[src/rtl/sync_rr_arbiter_if.sv]
// ---------------------------------------------------------------------------
// sync_rr_arbiter_if
// Groups the request/grant handshake of the round-robin arbiter.
//
// Signals:
//   async_req [NUM_REQ]  per-requester request lines, asynchronous to clk
//   done                 release pulse from the current owner, synchronous
//   grant     [NUM_REQ]  one-hot registered grant, all-zero when idle
//   busy                 high while any grant bit is high
//   timeout              one-cycle pulse when a grant is revoked by the hold
//                        limit (only active with ARB_TIMEOUT_EN)
//
// Modports:
//   master  requester side (drives async_req/done)
//   slave   arbiter side   (drives grant/busy/timeout)
// ---------------------------------------------------------------------------
interface sync_rr_arbiter_if #(
  parameter int NUM_REQ = 4
);
  logic [NUM_REQ-1:0] async_req;
  logic               done;
  logic [NUM_REQ-1:0] grant;
  logic               busy;
  logic               timeout;

  modport master (
    output async_req,
    output done,
    input  grant,
    input  busy,
    input  timeout
  );

  modport slave (
    input  async_req,
    input  done,
    output grant,
    output busy,
    output timeout
  );
endinterface

[src/rtl/sync_rr_arbiter.sv]
// ---------------------------------------------------------------------------
// sync_rr_arbiter
// Round-robin arbiter for NUM_REQ requesters whose request lines are
// asynchronous to clk. Every request bit is brought into the clock domain by
// a two-flop synchronizer; a three-state FSM (IDLE/GRANT/RELEASE) hands out a
// one-hot grant that is held until the owner pulses done.
//
// Parameters:
//   NUM_REQ   number of requesters (2..8)
//   HOLD_MAX  grant-hold cycle limit (2..255), used only with ARB_TIMEOUT_EN
//
// Ports:
//   clk    system clock, rising edge
//   n_rst  asynchronous active-low reset
//   bus    sync_rr_arbiter_if.slave: async_req, done in; grant, busy,
//          timeout out
//
// Optional feature macro: ARB_TIMEOUT_EN
//   When defined, a grant not released within HOLD_MAX cycles is revoked and
//   timeout pulses for one cycle. When undefined, no hold counter exists and
//   timeout is tied low.
// ---------------------------------------------------------------------------
module sync_rr_arbiter #(
  parameter int NUM_REQ  = 4,
  parameter int HOLD_MAX = 15
) (
  input logic             clk,
  input logic             n_rst,
  sync_rr_arbiter_if.slave bus
);

  localparam int IDX_W = $clog2(NUM_REQ);
  localparam logic [IDX_W-1:0] LAST_RESET = IDX_W'(NUM_REQ - 1);

  if (NUM_REQ < 2 || NUM_REQ > 8 || HOLD_MAX < 2 || HOLD_MAX > 255) begin : g_bad_param
    $error("sync_rr_arbiter: NUM_REQ or HOLD_MAX out of range");
  end

  typedef enum logic [1:0] {
    IDLE    = 2'd0,
    GRANT   = 2'd1,
    RELEASE = 2'd2
  } state_t;

  logic [NUM_REQ-1:0] req_meta;
  logic [NUM_REQ-1:0] req_sync;

  state_t             state_q, state_d;
  logic [NUM_REQ-1:0] grant_q, grant_d;
  logic [IDX_W-1:0]   last_q, last_d;
  logic [IDX_W-1:0]   owner_q, owner_d;

  logic               win_found;
  logic [IDX_W-1:0]   win_idx;
  logic [IDX_W-1:0]   cand;

`ifdef ARB_TIMEOUT_EN
  localparam logic [7:0] HOLD_LIMIT = 8'(HOLD_MAX - 1);
  logic [7:0] hold_cnt_q, hold_cnt_d;
  logic       timeout_q, timeout_d;
`endif

  // Two-flop synchronizer per request bit; only req_sync feeds the FSM.
  always_ff @(posedge clk or negedge n_rst) begin
    if (!n_rst) begin
      req_meta <= '0;
      req_sync <= '0;
    end else begin
      req_meta <= bus.async_req;
      req_sync <= req_meta;
    end
  end

  // Round-robin search: start one above the last owner and wrap, so the
  // previous owner has the lowest priority in the next round.
  always_comb begin
    win_found = 1'b0;
    win_idx   = '0;
    cand      = '0;
    for (int i = 1; i <= NUM_REQ; i++) begin
      cand = IDX_W'((int'(last_q) + i) % NUM_REQ);
      if (!win_found && req_sync[cand]) begin
        win_found = 1'b1;
        win_idx   = cand;
      end
    end
  end

  // Next-state logic. done is only honoured in GRANT; RELEASE is a fixed
  // one-cycle gap that ignores requests.
  always_comb begin
    state_d = state_q;
    grant_d = grant_q;
    last_d  = last_q;
    owner_d = owner_q;
`ifdef ARB_TIMEOUT_EN
    hold_cnt_d = hold_cnt_q;
    timeout_d  = 1'b0;
`endif
    unique case (state_q)
      IDLE: begin
        if (win_found) begin
          state_d = GRANT;
          grant_d = {{(NUM_REQ-1){1'b0}}, 1'b1} << win_idx;
          owner_d = win_idx;
`ifdef ARB_TIMEOUT_EN
          hold_cnt_d = '0;
`endif
        end
      end
      GRANT: begin
        // done wins over the hold limit when both land on the same cycle.
        if (bus.done) begin
          state_d = RELEASE;
          grant_d = '0;
          last_d  = owner_q;
        end
`ifdef ARB_TIMEOUT_EN
        else if (hold_cnt_q == HOLD_LIMIT) begin
          state_d   = RELEASE;
          grant_d   = '0;
          last_d    = owner_q;
          timeout_d = 1'b1;
        end else begin
          hold_cnt_d = hold_cnt_q + 8'd1;
        end
`endif
      end
      RELEASE: begin
        state_d = IDLE;
      end
      default: begin
        state_d = IDLE;
        grant_d = '0;
      end
    endcase
  end

  // State register; reset drops the grant immediately with no RELEASE cycle.
  always_ff @(posedge clk or negedge n_rst) begin
    if (!n_rst) begin
      state_q <= IDLE;
      grant_q <= '0;
      last_q  <= LAST_RESET;
      owner_q <= '0;
`ifdef ARB_TIMEOUT_EN
      hold_cnt_q <= '0;
      timeout_q  <= 1'b0;
`endif
    end else begin
      state_q <= state_d;
      grant_q <= grant_d;
      last_q  <= last_d;
      owner_q <= owner_d;
`ifdef ARB_TIMEOUT_EN
      hold_cnt_q <= hold_cnt_d;
      timeout_q  <= timeout_d;
`endif
    end
  end

  assign bus.grant = grant_q;
  assign bus.busy  = |grant_q;
`ifdef ARB_TIMEOUT_EN
  assign bus.timeout = timeout_q;
`else
  assign bus.timeout = 1'b0;
`endif

endmodule

[src/flat_wrapper.sv]
// flat-port wrapper written by rule: the top's interface ports become plain ports
module sync_rr_arbiter_flat 
#(
  parameter int NUM_REQ  = 4,
  parameter int HOLD_MAX = 15
)
  (clk, n_rst, bus_async_req, bus_done, bus_grant, bus_busy, bus_timeout);
  sync_rr_arbiter_if #(.NUM_REQ(NUM_REQ)) bus_i ();
  input logic clk;
  input logic n_rst;
  input wire logic [$bits(bus_i.async_req)-1:0] bus_async_req;
  input wire logic [$bits(bus_i.done)-1:0] bus_done;
  output wire logic [$bits(bus_i.grant)-1:0] bus_grant;
  output wire logic [$bits(bus_i.busy)-1:0] bus_busy;
  output wire logic [$bits(bus_i.timeout)-1:0] bus_timeout;
  assign bus_i.async_req = bus_async_req;
  assign bus_i.done = bus_done;
  assign bus_grant = bus_i.grant;
  assign bus_busy = bus_i.busy;
  assign bus_timeout = bus_i.timeout;
  sync_rr_arbiter #(.NUM_REQ(NUM_REQ), .HOLD_MAX(HOLD_MAX)) u_core (.clk(clk), .n_rst(n_rst), .bus(bus_i));
endmodule
[config.mk]
export PLATFORM = sky130hd
export DESIGN_NAME = sync_rr_arbiter_flat
export DESIGN_NICKNAME = d
export VERILOG_FILES = /design/src/rtl/sync_rr_arbiter_if.sv /design/src/rtl/sync_rr_arbiter.sv /design/src/flat_wrapper.sv
export SDC_FILE = /design/constraint.sdc
export NUM_CORES = 1
export LEC_CHECK = 0
export ABC_AREA = 0
export BUFFER_PORTS_ARGS = -buffer_cell sky130_fd_sc_hd__buf_2
export CAP_MARGIN = 20
export CORE_MARGIN = 2
export CORE_UTILIZATION = 48
export CTS_CLUSTER_DIAMETER = 40
export DETAILED_ROUTE_END_ITERATION = 7
export PLACE_DENSITY = 0.71
export SLEW_MARGIN = 20
export SYNTH_ARGS = -nofsm -noshare
export SYNTH_HDL_FRONTEND = slang
export SYNTH_SLANG_ARGS = --single-unit
[constraint.sdc]
create_clock -name clk -period 3.4 [get_ports clk]
set_input_delay 0.34 -clock clk [delete_from_list [all_inputs] [get_ports clk]]
set_output_delay 0.34 -clock clk [all_outputs]
set_load 0.005 [all_outputs]
==> impl_metrics.env, run 1 <==
export IMPL_outcome="finished clean"
export IMPL_n_antenna_cell=0
export IMPL_floorplan_initialDensity=0.529
export IMPL_dr_pass1_iters=4
export IMPL_final_layout_size_suffix_gt1_frac=0.288
export IMPL_regToRegStartpoint="u_core.req_sync[3]"
export IMPL_p_per_area_mw_per_mm2=746
export IMPL_fin_skew_ps=6.51
export IMPL_io_pins=13
export IMPL_die_width_um=42.3
export IMPL_tritoncts="yes"
export IMPL_final_period_utilization=0.488
export IMPL_die_area_mm2=0.00179
export IMPL_port_buffers=11
export IMPL_h_tree_depth=1
export IMPL_place_ws_ps=1900
export IMPL_synth_ff_type="sky130_fd_sc_hd__dfrtp_1"
export IMPL_path_class="register to output port"
export IMPL_max_clock_path_buffers=2
export IMPL_element_type_at_the_critical_path_start="register"
export IMPL_wl_um=1070
export IMPL_p_comb_frac=0.271
export IMPL_worstHoldEndpoint="u_core.req_meta[1]"
export IMPL_setup_slack_ps=1740
export IMPL_num_clock_sinks=18
export IMPL_detail_route_antenna_nets=0
export IMPL_syn_inst=59
export IMPL_ir_drop_mv=0.449
export IMPL_net_switching_power_mw=0.180
export IMPL_synth_lib_cells_used_distinct=24
export IMPL_timing_hold_violations_final=0
export IMPL_synthesis_area_per_instance_um2=12.0
export IMPL_detailedRoute_firstIterationViolations=14
export IMPL_critPathMaxFanout=3
export IMPL_setup_viol=0
export IMPL_first_global_vias=448
export IMPL_hold_start="bus_async_req[1]"
export IMPL_sequential_fraction_of_the_synthesis_area=0.642
export IMPL_crit_arrival_ps=1320
export IMPL_sw_frac_of_total=0.299
export IMPL_placeableCoreArea_mm2=0.00133
export IMPL_area_growth_pct=14.4
export IMPL_count_of_cells_along_the_worst_hold_path=1
export IMPL_reg2reg_to="u_core.bus.grant[2]"
export IMPL_post_layout_total_power_mw=0.602
export IMPL_totalNegativeSetupSlack_ps=0
export IMPL_layout_nets=81
export IMPL_max_clock_freq_mhz=603
export IMPL_worst_r2r_cell_count=4
export IMPL_vias_per_cell=5.39
export IMPL_die_height_um=42.3
export IMPL_clock_power_share=0.209
export IMPL_power_sequential_fraction=0.520
export IMPL_holdBufCountCts=1
export IMPL_detailedPlacementHpwl_um=813
export IMPL_ys_async_sr_fraction=1.00
export IMPL_maxSlewViolCount=0
export IMPL_clkSlewWorstSetupHoldPaths_ps=100
export IMPL_cts_buffers=3
export IMPL_grt_start_max_net_pins=19
export IMPL_number_of_antenna_violations_at_the_first_check_in_global_routing=0
export IMPL_routabilityCongestion=0.792
export IMPL_rsz0062_at_grt="false"
export IMPL_fp_row_count=13
export IMPL_synth_seq_cells=18
export IMPL_ys_warnings_count=0
export IMPL_class_of_the_most_critical_hold_timing_path="primary input to register"
export IMPL_regToRegSetupSlack_ps=1870
export IMPL_grt_remaining_overflow=0
export IMPL_number_of_synthesized_flops_with_an_enable_pin=0
export IMPL_via_count=474
export IMPL_wire_per_inst_um=12.2
export IMPL_drcViolationCount=0
export IMPL_grt_first_pass_wirelength_um=1860
export IMPL_cts_setup_buffers=0
export IMPL_cellLeakagePower_nw=0.391
export IMPL_synth_fp_nets=66
export IMPL_endpoint_kind="output port"
export IMPL_ctsRootBufferMaster="sky130_fd_sc_hd__clkbuf_4"
export IMPL_cp_startpoint="u_core.bus.grant[1]"
export IMPL_final_min_clock_period_ps=1660
export IMPL_critical_path_required_ps=3060
export IMPL_track_usage=0.145
export IMPL_post_synth_instance_area_um2=706
export IMPL_internal_power_mw=0.422
export IMPL_cts_resized_gates=0
export IMPL_insertion_delay_ps=280
export IMPL_cap_violations=0
==> cell families (layout without fill, tap and decap cells) <==
group / count (synthesis) / count (layout) / share of synthesized area
buffers and inverters: 4 / 18 / 0.0372
other: 1 / 1 / 0.00531
muxes: 2 / 2 / 0.0319
AOI/OAI and AO/OA: 12 / 12 / 0.117
and+or+nand+nor: 22 / 22 / 0.167
DFF: 18 / 18 / 0.642
==> power by group through the flow <==
stage | combinational [mW] | clock [mW] | sequential [mW]
2_1_floorplan | 0.117 | 0 | 0.308
3_3_place_gp | 0.164 | 0 | 0.316
3_5_place_dp | 0.165 | 0 | 0.317
4_1_cts | 0.166 | 0.134 | 0.313
5_1_grt | 0.184 | 0.145 | 0.322
6_report | 0.163 | 0.126 | 0.313
==> cell usage in the layout, fill, tap and decap left out, drive strengths merged, types with 2 or more instances in the layout <==
master   n
dfrtp   16
buf     11
nand2    5
nand2b   4
clkbuf   4
o21ai    4
nor2     3
a21oi    3
or3      2
mux2     2
inv      2
a31o     2
nand3    2
o31ai    2
dfstp    2
and3     2
==> layout make-up <==
class                   instances  area, um^2
clock buffers                   4        36.3
fillers                       116         527
inverters                       2        7.51
well taps                      15        18.8
repair buffers                 12        65.1
multi-input cells              37         226
flip-flops and latches         18         453
==> layer usage <==
| layer | wire length (um) | GRT usage | up-vias |
|---|---|---|---|
| met1 | 487 | 0.169 | 220 |
| met3 | 60 | 0.0388 | 2 |
| met4 | 4 | 0.0938 | 0 |
| met5 | 0 | 0 | - |
| li1 | - | - | 232 |
| met2 | 519 | 0.234 | 20 |
==> registers in the layout, indices dropped and copies added, names as in the netlist <==
register          cells
u_core.bus.grant      4
u_core.req_meta       4
u_core.req_sync       4
u_core.last_q         2
u_core.owner_q        2
u_core.state_q        2
==> cell usage after synthesis (2+ instances only) <==
master | n | area share
sky130_fd_sc_hd__dfrtp_1 | 16 | 0.57
sky130_fd_sc_hd__nand2_1 | 5 | 0.027
sky130_fd_sc_hd__nand2b_1 | 4 | 0.035
sky130_fd_sc_hd__a21oi_1 | 3 | 0.021
sky130_fd_sc_hd__nor2_1 | 3 | 0.016
sky130_fd_sc_hd__a31o_1 | 2 | 0.025
sky130_fd_sc_hd__dfstp_2 | 2 | 0.074
sky130_fd_sc_hd__inv_1 | 2 | 0.011
sky130_fd_sc_hd__mux2_2 | 2 | 0.032
sky130_fd_sc_hd__nand3_1 | 2 | 0.014
sky130_fd_sc_hd__o21ai_0 | 2 | 0.014
sky130_fd_sc_hd__o21ai_1 | 2 | 0.014
sky130_fd_sc_hd__o31ai_1 | 2 | 0.021
sky130_fd_sc_hd__or3_1 | 2 | 0.018
==> worst max-delay path: stages, from the launching register on <==
cell	delay (ps)
sky130_fd_sc_hd__dfrtp_1	400
sky130_fd_sc_hd__or4_1	500
sky130_fd_sc_hd__buf_2	130
==> metrics by stage <==
step	hold slack, ps	instances	instance area, um^2	utilization
floorplan	44.4	59	706	-
global placement	280	83	761	0.570
detailed placement	288	83	761	0.570
CTS	136	88	807	0.605
global route	122	88	807	0.605
finish	150	88	807	0.605
==> how the worst max path moves through the flow <==
stage | end | cells after the start
after floorplan | u_core.bus.grant[0] | 4
after global routing | bus_busy | 2
after global placement | u_core.bus.grant[0] | 4
after detailed placement | u_core.bus.grant[2] | 4
after CTS | bus_busy | 2
final | bus_busy | 2
Power figures use the tool's default switching activity.
==> inputs of run 2 (changes only) <==
--- a/config.mk
+++ b/config.mk
@@ -5,14 +5,14 @@
 export SDC_FILE = /design/constraint.sdc
 export NUM_CORES = 1
 export LEC_CHECK = 0
-export ABC_AREA = 0
+export ABC_AREA = 1
 export BUFFER_PORTS_ARGS = -buffer_cell sky130_fd_sc_hd__buf_2
 export CAP_MARGIN = 20
 export CORE_MARGIN = 2
 export CORE_UTILIZATION = 48
 export CTS_CLUSTER_DIAMETER = 40
 export DETAILED_ROUTE_END_ITERATION = 7
-export PLACE_DENSITY = 0.71
+export PLACE_DENSITY = 0.72
 export SLEW_MARGIN = 20
 export SYNTH_ARGS = -nofsm -noshare
 export SYNTH_HDL_FRONTEND = slang
==> constraint.sdc (replaced) <==
create_clock -name clk -period 1.48 [get_ports clk]
set_input_delay 0.148 -clock clk [delete_from_list [all_inputs] [get_ports clk]]
set_output_delay 0.148 -clock clk [all_outputs]
set_load 0.005 [all_outputs]
==> run 2 against run 1 <==
Net effect:
- die area is 26% higher
- clock-buffer cell count did not move
- critical path type is now register to register
- highest routed layer unchanged
- first-iteration DRC count is 14% lower
- critical path depth grew 7
- critical endpoint is now u_core.bus.grant[1]
- global-route usage increased by 3.6 points
- via count grew 61%
- largest power group is now combinational cells
- routed wire length increased by 60%
- cell count is 78% higher
- register-to-register slack worse by 1900 ps
- sequential power up 130%
- total power rose to 3.7 times the previous value
- the flow now finishes with violations (negative setup slack)
- clock power grew 130%
==> impl_metrics.env, run 2 <==
export IMPL_h_tree_depth=1
export IMPL_maxSlewViolCount=0
export IMPL_detailedPlacementHpwl_um=1150
export IMPL_placeableCoreArea_mm2=0.00175
export IMPL_layout_common_cells="sky130_fd_sc_hd__nand2_1 (27), sky130_fd_sc_hd__dfrtp_1 (16), sky130_fd_sc_hd__nand2_2 (14)"
export IMPL_layout_cells_most_common="sky130_fd_sc_hd__nand2_1"
export IMPL_power_sequential_fraction=0.323
export IMPL_synth_fp_nets=116
export IMPL_class_of_the_most_critical_hold_timing_path="primary input to register"
export IMPL_die_width_um=47.5
export IMPL_vias_per_cell=4.86
export IMPL_max_clock_freq_mhz=658
export IMPL_routabilityCongestion=0.930
export IMPL_ys_top_cells_by_area="sky130_fd_sc_hd__dfrtp_1 (44%), sky130_fd_sc_hd__nand2_1 (14%), sky130_fd_sc_hd__nand2_2 (7.6%)"
export IMPL_final_layout_size_suffix_gt1_frac=0.409
export IMPL_timing_critical_path_cells="buf_4 -> nand2_1 -> nand2_4 -> nand2_2 -> a21boi_2 -> nand3_2 -> inv_1 -> nand3_1 -> nand2_1"
export IMPL_synthesis_area_per_instance_um2=8.32
export IMPL_detailedRoute_firstIterationViolations=12
export IMPL_die_area_mm2=0.00225
export IMPL_cts_buffers=3
export IMPL_die_height_um=47.5
export IMPL_regToRegSetupSlack_ps=-40
export IMPL_endpoint_kind="register"
export IMPL_critical_path_buf_inv_count=2
export IMPL_final_min_clock_period_ps=1520
export IMPL_setup_viol=4
export IMPL_ys_warnings_count=0
export IMPL_timing_hold_violations_final=0
export IMPL_ys_async_sr_fraction=1.00
export IMPL_synthMostInstantiatedCell="sky130_fd_sc_hd__nand2_1"
export IMPL_fin_skew_ps=8.46
export IMPL_ctsRootBufferMaster="sky130_fd_sc_hd__clkbuf_4"
export IMPL_tritoncts="yes"
export IMPL_place_ws_ps=-44.8
export IMPL_cellLeakagePower_nw=0.610
export IMPL_syn_inst=109
export IMPL_net_switching_power_mw=0.984
export IMPL_port_buffers=11
export IMPL_crit_arrival_ps=1710
export IMPL_grt_first_pass_wirelength_um=2740
export IMPL_floorplan_initialDensity=0.520
export IMPL_violations_in_the_final_reports="negative setup slack"
export IMPL_clock_power_share=0.128
export IMPL_synth_commonest_cells="sky130_fd_sc_hd__nand2_1 (35), sky130_fd_sc_hd__dfrtp_1 (16), sky130_fd_sc_hd__nand2_2 (11)"
export IMPL_grt_start_max_net_pins=19
export IMPL_post_layout_total_power_mw=2.25
export IMPL_element_type_at_the_critical_path_start="register"
export IMPL_sequential_fraction_of_the_synthesis_area=0.499
export IMPL_ir_drop_mv=1.12
export IMPL_critical_path_most_common_cell="sky130_fd_sc_hd__nand2_1"
export IMPL_rsz0062_at_grt="true"
export IMPL_synth_seq_cells=18
export IMPL_outcome="finished with violations"
export IMPL_total_of_fill_cells_in_the_finished_design=140
export IMPL_wl_um=1720
export IMPL_p_per_area_mw_per_mm2=1920
export IMPL_track_usage=0.182
export IMPL_post_synth_instance_area_um2=907
export IMPL_critPathMaxFanout=5
export IMPL_detail_route_antenna_nets=0
export IMPL_critical_path_required_ps=1670
export IMPL_area_growth_pct=29.0
export IMPL_max_clock_path_buffers=2
export IMPL_via_count=763
export IMPL_critPathSlowestCell="sky130_fd_sc_hd__dfstp_2"
export IMPL_num_clock_sinks=18
export IMPL_final_period_utilization=1.03
export IMPL_number_of_antenna_violations_at_the_first_check_in_global_routing=0
export IMPL_sw_frac_of_total=0.437
export IMPL_first_global_vias=669
export IMPL_synth_top_area_cell="sky130_fd_sc_hd__dfrtp_1"
export IMPL_synth_ff_type="sky130_fd_sc_hd__dfrtp_1"
export IMPL_internal_power_mw=1.27
export IMPL_number_of_synthesized_flops_with_an_enable_pin=0
export IMPL_timing_critical_path_slowest_cell_delay_ps=600
export IMPL_totalNegativeSetupSlack_ps=-103
export IMPL_finish_utilization=0.670
export IMPL_p_comb_frac=0.549
export IMPL_dpl_cell_count=145
export IMPL_wire_per_inst_um=10.9
export IMPL_crit_family="flip-flops"
export IMPL_cap_violations=0
export IMPL_dr_pass1_iters=4
export IMPL_setup_slack_ps=-40.4
export IMPL_layout_nets=140
export IMPL_insertion_delay_ps=290
export IMPL_grt_remaining_overflow=0
export IMPL_drcViolationCount=0
export IMPL_io_pins=13
export IMPL_n_antenna_cell=0
export IMPL_synth_lib_cells_used_distinct=22
export IMPL_path_class="register to register"
export IMPL_fp_row_count=15
export IMPL_final_cell_count_no_fill=157
export IMPL_clkSlewWorstSetupHoldPaths_ps=100
export IMPL_synth_top_cell_area_share=0.441
[run 2: cell count changes after synthesis, sizes merged, moves of 3 or more]
| cell | change |
|---|---|
| nand4 | +3 |
| inv | +10 |
| nand2 | +41 |
| nand3 | +9 |
| nand2b | -4 |
[run 2: worst paths after layout]
check	startpoint	endpoint	cells past startpoint
min in group asynchronous	n_rst	u_core.owner_q[1]	2
worst max-delay path	u_core.last_q[0]	u_core.bus.grant[1]	9
max in group asynchronous	n_rst	u_core.last_q[1]	2
worst min register to register	u_core.req_meta[3]	u_core.req_sync[3]	0
worst max register to register	u_core.last_q[0]	u_core.bus.grant[1]	9
worst min-delay path	bus_done	u_core.state_q[0]	4
[run 2: worst register-to-register path: stages (launching register included)]
cell	delay [ps]
sky130_fd_sc_hd__dfstp_2	600
sky130_fd_sc_hd__buf_4	130
sky130_fd_sc_hd__nand2_1	80
sky130_fd_sc_hd__nand2_4	110
sky130_fd_sc_hd__nand2_2	70
sky130_fd_sc_hd__a21boi_2	160
sky130_fd_sc_hd__nand3_2	100
sky130_fd_sc_hd__inv_1	50
sky130_fd_sc_hd__nand3_1	70
sky130_fd_sc_hd__nand2_1	50
[run 2: repair_timing]
item | CTS | global route
endpoints found under the hold margin | 20 | 0
hold buffers | 5 | 0
buffers inserted | 3 | 0
setup endpoints to repair | 7 | 7
pin swaps | 5 | 8
gates resized for setup | 10 | 11
[run 2: power by group through the flow]
stage / sequential, mW / combinational (mW) / clock, mW
finish: 0.727 / 1.24 / 0.288
global route: 0.740 / 1.39 / 0.323
global placement: 0.723 / 1.01 / 0
CTS: 0.715 / 1.15 / 0.302
floorplan: 0.693 / 0.838 / 0
detailed placement: 0.730 / 1.01 / 0
[run 2: final cells by class]
| cell class | count | area, um^2 | area share |
|---|---|---|---|
| timing repair buffer | 22 | 154 | 0.132 |
| tap | 25 | 31.3 | 0.0267 |
| clock buffer | 4 | 36.3 | 0.0310 |
| inverter | 12 | 50.0 | 0.0428 |
| multi-input combinational | 76 | 445 | 0.381 |
| sequential | 18 | 453 | 0.387 |
[run 2: stage by stage]
step | hold WS [ps] | instance area, um^2
floorplan | -148 | 907
global placement | 85.2 | 986
detailed placement | 88.2 | 986
CTS | 126 | 1130
global route | 151 | 1170
finish | 136 | 1170
[run 2: logic make-up after synthesis]
| family | Yosys count | share of synthesized area |
|---|---|---|
| compound gates | 8 | 0.0538 |
| buf+inv | 15 | 0.0855 |
| flops | 18 | 0.499 |
| other cells | 1 | 0.00413 |
| simple gates | 67 | 0.357 |
[run 2: metal layers]
metal  routed length (um)  vias to the layer above  GRT usage
met4                   57                        0      0.133
met1                  783                      346      0.251
met5                    0                        -          0
met3                   50                        7     0.0340
li1                     -                      391          -
met2                  825                       19      0.254
==> inputs of run 3 (changes only) <==
--- a/config.mk
+++ b/config.mk
@@ -13,6 +13,7 @@
 export CTS_CLUSTER_DIAMETER = 40
 export DETAILED_ROUTE_END_ITERATION = 7
 export PLACE_DENSITY = 0.72
+export SETUP_SLACK_MARGIN = 0.3
 export SLEW_MARGIN = 20
 export SYNTH_ARGS = -nofsm -noshare
 export SYNTH_HDL_FRONTEND = slang
==> run 3 against run 2 <==
Net effect:
- the run still ends with negative setup slack left
- die area unchanged
- global-route usage increased by 2.2 points
- clock-buffer cell count did not move
- sequential power increased by 2%
- register-to-register slack got worse by 20 ps
- setup slack got worse by 23 ps
- sequential share of layout area shrank 2.4 points
- routed wire length grew 11%
- total power up 12%
- cell count increased by 1.9%
- fmax is 1.5% lower
==> impl_metrics.env, run 3 (synthesis results as in run 2) <==
export IMPL_outcome="finished with violations"
export IMPL_violations_in_the_final_reports="negative setup slack"
export IMPL_timing_critical_path_slowest_cell_delay_ps=620
export IMPL_timing_critical_path_cells="buf_6 -> nand2_4 -> nand3_4 -> nand2_4 -> nand3_2 -> nand2_2 -> inv_2 -> nand3_1 -> o21bai_1"
export IMPL_final_min_clock_period_ps=1540
export IMPL_final_layout_size_suffix_gt1_frac=0.452
export IMPL_fin_skew_ps=4.90
export IMPL_postLayoutCellArea_mm2=0.00125
export IMPL_sw_frac_of_total=0.444
export IMPL_cellLeakagePower_nw=0.644
export IMPL_max_clock_freq_mhz=648
export IMPL_layout_nets=143
export IMPL_num_clock_sinks=18
export IMPL_via_count=761
export IMPL_floorplan_initialDensity=0.520
export IMPL_setup_viol=7
export IMPL_grt_remaining_overflow=0
export IMPL_path_class="register to register"
export IMPL_track_usage=0.204
export IMPL_element_type_at_the_critical_path_start="register"
export IMPL_post_layout_total_power_mw=2.52
export IMPL_route_met3_wl_um=45
export IMPL_final_period_utilization=1.04
export IMPL_fp_row_count=15
export IMPL_detailedPlacementHpwl_um=1150
export IMPL_wire_per_inst_um=11.9
export IMPL_die_width_um=47.5
export IMPL_totalNegativeSetupSlack_ps=-261
export IMPL_endpoint_kind="register"
export IMPL_wl_um=1910
export IMPL_dpl_cell_area_um2=988
export IMPL_drcViolationCount=0
export IMPL_first_global_vias=742
export IMPL_setup_slack_ps=-63.9
export IMPL_p_per_area_mw_per_mm2=2020
export IMPL_number_of_antenna_violations_at_the_first_check_in_global_routing=0
export IMPL_io_pins=13
export IMPL_insertion_delay_ps=300
export IMPL_layout_common_cells="sky130_fd_sc_hd__nand2_1 (23), sky130_fd_sc_hd__dfrtp_1 (16), sky130_fd_sc_hd__nand2_2 (13)"
export IMPL_power_sequential_fraction=0.294
export IMPL_clkSlewWorstSetupHoldPaths_ps=100
export IMPL_net_switching_power_mw=1.12
export IMPL_dr_pass1_iters=4
export IMPL_critPathMaxFanout=5
export IMPL_ctsRootBufferMaster="sky130_fd_sc_hd__clkbuf_4"
export IMPL_maxSlewViolCount=0
export IMPL_n_antenna_cell=0
export IMPL_clock_power_share=0.121
export IMPL_die_area_mm2=0.00225
export IMPL_layout_cells_most_common="sky130_fd_sc_hd__nand2_1"
export IMPL_wl_met1_um=829
export IMPL_route_top_layer_used="met4"
export IMPL_class_of_the_most_critical_hold_timing_path="primary input to register"
export IMPL_tritoncts="yes"
export IMPL_cap_violations=0
export IMPL_critPathSlowestCell="sky130_fd_sc_hd__dfstp_2"
export IMPL_die_height_um=47.5
export IMPL_vias_per_cell=4.76
export IMPL_place_ws_ps=-31.3
export IMPL_max_clock_path_buffers=2
export IMPL_critical_path_required_ps=1720
export IMPL_detailedRoute_firstIterationViolations=15
export IMPL_critical_path_most_common_cell="sky130_fd_sc_hd__nand2_4"
export IMPL_p_comb_frac=0.586
export IMPL_regToRegSetupSlack_ps=-60
export IMPL_routed_length_on_met2_um=996
export IMPL_area_growth_pct=37.7
export IMPL_routabilityCongestion=0.856
export IMPL_cts_buffers=3
export IMPL_detail_route_antenna_nets=0
export IMPL_grt_first_pass_wirelength_um=3080
export IMPL_grt_start_max_net_pins=19
export IMPL_rsz0062_at_grt="true"
export IMPL_timing_hold_violations_final=0
export IMPL_placeableCoreArea_mm2=0.00175
export IMPL_crit_arrival_ps=1780
export IMPL_internal_power_mw=1.40
export IMPL_ir_drop_mv=1.23
export IMPL_port_buffers=11
export IMPL_h_tree_depth=1
## run 3: layout make-up
class                      count  area (um^2)
inverter                      12         52.6
multi-input combinational     76          488
tap                           25         31.3
sequential                    18          453
fill                         143          497
clock buffer                   4         36.3
timing repair buffer          25          188
## run 3: critical path: cells and delay by family (launching register included)
| family | cells | cell delay, ps |
|---|---|---|
| simple gates | 6 | 480 |
| compound gates | 1 | 120 |
| buf+inv | 2 | 260 |
| flops | 1 | 620 |
## run 3: timing repair
item	4_1_cts	5_1_grt
endpoints found under the setup margin	8	8
endpoints found under the hold margin	20	0
pin swaps	15	6
hold buffers	5	0
gates resized for setup	26	8
setup buffers	6	0
## run 3: worst paths after layout
| check | start | to | cells after the start |
|---|---|---|---|
| setup / recovery | u_core.last_q[0] | u_core.bus.grant[0] | 9 |
| hold / removal | bus_done | u_core.state_q[0] | 4 |
| setup reg to reg | u_core.last_q[0] | u_core.bus.grant[0] | 9 |
| hold reg to reg | u_core.req_meta[0] | u_core.req_sync[0] | 0 |
| max in group asynchronous | n_rst | u_core.last_q[0] | 2 |
| min in group asynchronous | n_rst | u_core.state_q[0] | 2 |
## run 3: layer usage
| metal | vias to the layer above | GRT usage |
|---|---|---|
| li1 | 395 | - |
| met5 | - | 0 |
| met1 | 352 | 0.248 |
| met4 | 0 | 0.0944 |
| met2 | 9 | 0.351 |
| met3 | 5 | 0.0340 |
## run 3: power by group through the flow
stage	logic [mW]	clock network (mW)	registers (mW)
after floorplan	0.849	0	0.693
after global placement	1.03	0	0.726
after detailed placement	1.04	0	0.734
after CTS	1.38	0.309	0.732
after global routing	1.63	0.322	0.755
final	1.48	0.305	0.741
## run 3: stage by stage
step                 util  std cells  hold slack [ps]
floorplan               -        109             -148
global placement    0.566        145             84.4
detailed placement  0.566        145             89.9
CTS                 0.697        160              152
global route        0.715        160              174
finish              0.715        160              155
